===== src/rtl/circuit_checker_settle_timer.sv =====
// settle_timer: counts cycles while enabled, tc pulses on the SETTLE_CYCLES-th enabled cycle; ports clk, rst, clr, en, tc
module settle_timer #(
  parameter int SETTLE_CYCLES = 2
) (
  input  logic clk,
  input  logic rst,
  input  logic clr,
  input  logic en,
  output logic tc
);
  logic [3:0] cnt;
  always_ff @(posedge clk or posedge rst)
    if (rst) cnt <= '0;
    else if (clr) cnt <= '0;
    else if (en) cnt <= cnt + 4'd1;
  assign tc = en && (cnt == 4'(SETTLE_CYCLES - 1));
endmodule


===== config.mk =====
export PLATFORM = sky130hd
export DESIGN_NAME = settle_timer
export DESIGN_NICKNAME = d
export VERILOG_FILES = /design/src/rtl/circuit_checker_settle_timer.sv
export SDC_FILE = /design/constraint.sdc
export NUM_CORES = 1
export LEC_CHECK = 0
export ABC_AREA = 1
export BUFFER_PORTS_ARGS = -buffer_cell sky130_fd_sc_hd__buf_2
export CORE_AREA = 2 2 39 41
export CTS_CLUSTER_DIAMETER = 80
export DETAILED_ROUTE_END_ITERATION = 8
export DIE_AREA = 0 0 41 43
export GPL_TIMING_DRIVEN = 0
export PLACE_DENSITY = 0.44
export SLEW_MARGIN = 10
export SYNTH_ARGS = -nofsm -noshare
export SYNTH_HDL_FRONTEND = slang
export SYNTH_SLANG_ARGS = --single-unit

===== constraint.sdc =====
create_clock -name clk -period 1.2 [get_ports clk]
set_clock_uncertainty 0.05 [all_clocks]
set_input_delay 0.3 -clock clk [delete_from_list [all_inputs] [get_ports clk]]
set_output_delay 0.3 -clock clk [all_outputs]
set_load 0.005 [all_outputs]

==> results.ini <==
[outcome]
status=finished with violations
violations=negative setup slack

[place]
dp_hpwl_um=352.5
dp_cells=48
place_ws_ns=-0.02987
io_buffers=4
place.gp.congestion=0.6094

[setup_path]
crit_chain=inv_1 > ha_1 > nand2_1 > nor3_2 > buf_2
cp_max_fo=2
criticalPathCategory=register to output pin
required_ns=0.85
ff2ff_setup_slack_ns=0
critPathCaptureType=output pin
cpPeakStageDelay_ns=0.37
r2r-start=cnt[1]
startpoint=cnt[1]
cp-start-kind=register
cp.arrival_ns=1.05
cp_slowest_cell=dfrtp_1

[global_routing]
gr-usage-all-layers_pct=7.576
antenna_found_initial=0
grt_pass1_wl_um=807
overflow=0
grt_pass1_vias=208
grt_max_degree=6

[route]
vias_per_cell=3.722
detail-route-antenna-nets=0
drt_iter0_markers=0
wl_per_cell_um=8.778
num_vias=201
firstDrtPassIters=1
routed_wl_um=474
drc_errors=0

[die]
die_area_um2=1763
num_rows=14
die_w_um=41
fp.coreArea_um2=1384
ios=5
die_h_um=43
start_util_pct=16.37

[clock_tree]
clock_sinks=4
clk_pin_slew_ns=0.03
cts_root_buf=clkbuf_4
ctsHtreeMaxLevel=1
clock_path_buffers=2
clk_latency_ns=0.23
cts_tree=built
numCtsBuffers=3

[layout]
final_cells=54
antenna_cells=0
nets=46
layout_commonest_cell=nand2_1
drive_gt1_share_pct=31.58
multi_input_area_um2=112.6
fill_cells=155
largest_register_ff_count=4
top_regs=cnt (4)
areaGrowthSynthToFinish_pct=40.88
utilization_pct=23.06
regArea_um2=100.1
regMostFlops=cnt
final_cell_mix=nand2_1 (6), inv_1 (5), dfrtp_1 (4), buf_2 (4)

[timing]
drv_slew=0
fmax_mhz=711.8
setup_viol=1
final-hold-violation-count=0
setup_ws_ns=-0.2048
setup_tns_ns=-0.2048
max_slew.worst_pin.slew_ns=0.1691
fin_crit_sh_pct=117.1
slew_headroom_pct=88.61
fin_crit_ns=1.405
rsz0062_at_grt=true

[min_path]
hold_start=clr
hold_class=primary input to register

[power_and_ir_drop]
finalPower_uw=498.5
ir_drop_uv=470.4
powerDensity_nw_per_um2=1562
leakage_nw=0.1732

[job]
drv_cap=0

[logic_synthesis]
syn_inst=28
yosys_warnings=0
postSynthAreaPerCell_um2=8.088
syn_area_um2=226.5
postSynthRegisterBits=4
ys_seq_area_share_pct=44.20
syn-num-nets=34
synth_cell_type_count=11

-- worst paths after layout --
check | end | cells after the start
max reg2reg | cnt[2] | 5
min in group asynchronous | cnt[3] | 3
min | cnt[2] | 4
min reg2reg | cnt[3] | 2
max in group asynchronous | cnt[2] | 3
max | tc | 5
-- repair_timing --
action / in CTS / in global routing
setup endpoints to repair: 1 / 1
setup buffers: 1 / 1
hold buffers: 1 / 0
pin swaps: 0 / 0
resized for setup: 0 / 1
endpoints found under the hold margin: 4 / 0
-- synthesized netlist by cell type --
cell type	instances	area share, %
ha_1	2	11
dfrtp_1	4	44
a21oi_1	3	6.6
nand3_1	2	4.4
nor2_1	2	3.3
o21ai_0	1	2.2
nor2_2	1	2.8
inv_1	5	8.3
nor2_4	1	5.0
nor3_1	1	2.2
nand2_1	6	9.9
-- critical path, delay by kind of cell (launching register included) --
kind          cells  cell delay (ns)
simple gates      2             0.15
flops             1             0.37
buf+inv           2             0.19
fa+ha+maj         1             0.13
-- report_power, final --
group	leakage, nW	internal (mW)	switching, mW
combinational	0.106	0.0740	0.0784
sequential	0.0535	0.163	0.0215
clock	0.0138	0.112	0.0506
-- logic make-up (layout without fill, tap and decap cells) --
| group | Yosys count | after routing | share of synthesized area (%) |
|---|---|---|---|
| fa+ha+maj | 2 | 2 | 11.05 |
| compound gates | 4 | 4 | 8.836 |
| flops | 4 | 4 | 44.20 |
| simple gates | 13 | 13 | 27.62 |
| buf+inv | 5 | 15 | 8.288 |
-- metrics by stage --
stage	area (µm²)	hold slack [ns]
finish	319.1	0.3228
global route	319.1	0.3558
CTS	306.5	0.3106
detailed placement	266.5	0.1355
global placement	266.5	0.1357
floorplan	226.5	0.01608
-- final cells by class --
| class | instances | share of cell area [%] |
|---|---|---|
| Inverter | 5 | 5.882 |
| Timing Repair Buffer | 7 | 14.12 |
| Clock buffer | 3 | 7.059 |
| Multi-Input combinational cell | 19 | 35.29 |
| Tap cell | 16 | 6.275 |
| Sequential cell | 4 | 31.37 |
-- routing by layer --
metal  share of wire [%]  global-route usage [%]  vias up
li1                    -                       -      108
met1                  45                   7.869       88
met2                  46                   10.31        5
met3                 7.8                   1.571        0
met4                   0                   10.00        0
met5                   0                       0        -
Note: power is estimated with default switching activity, not from simulation.
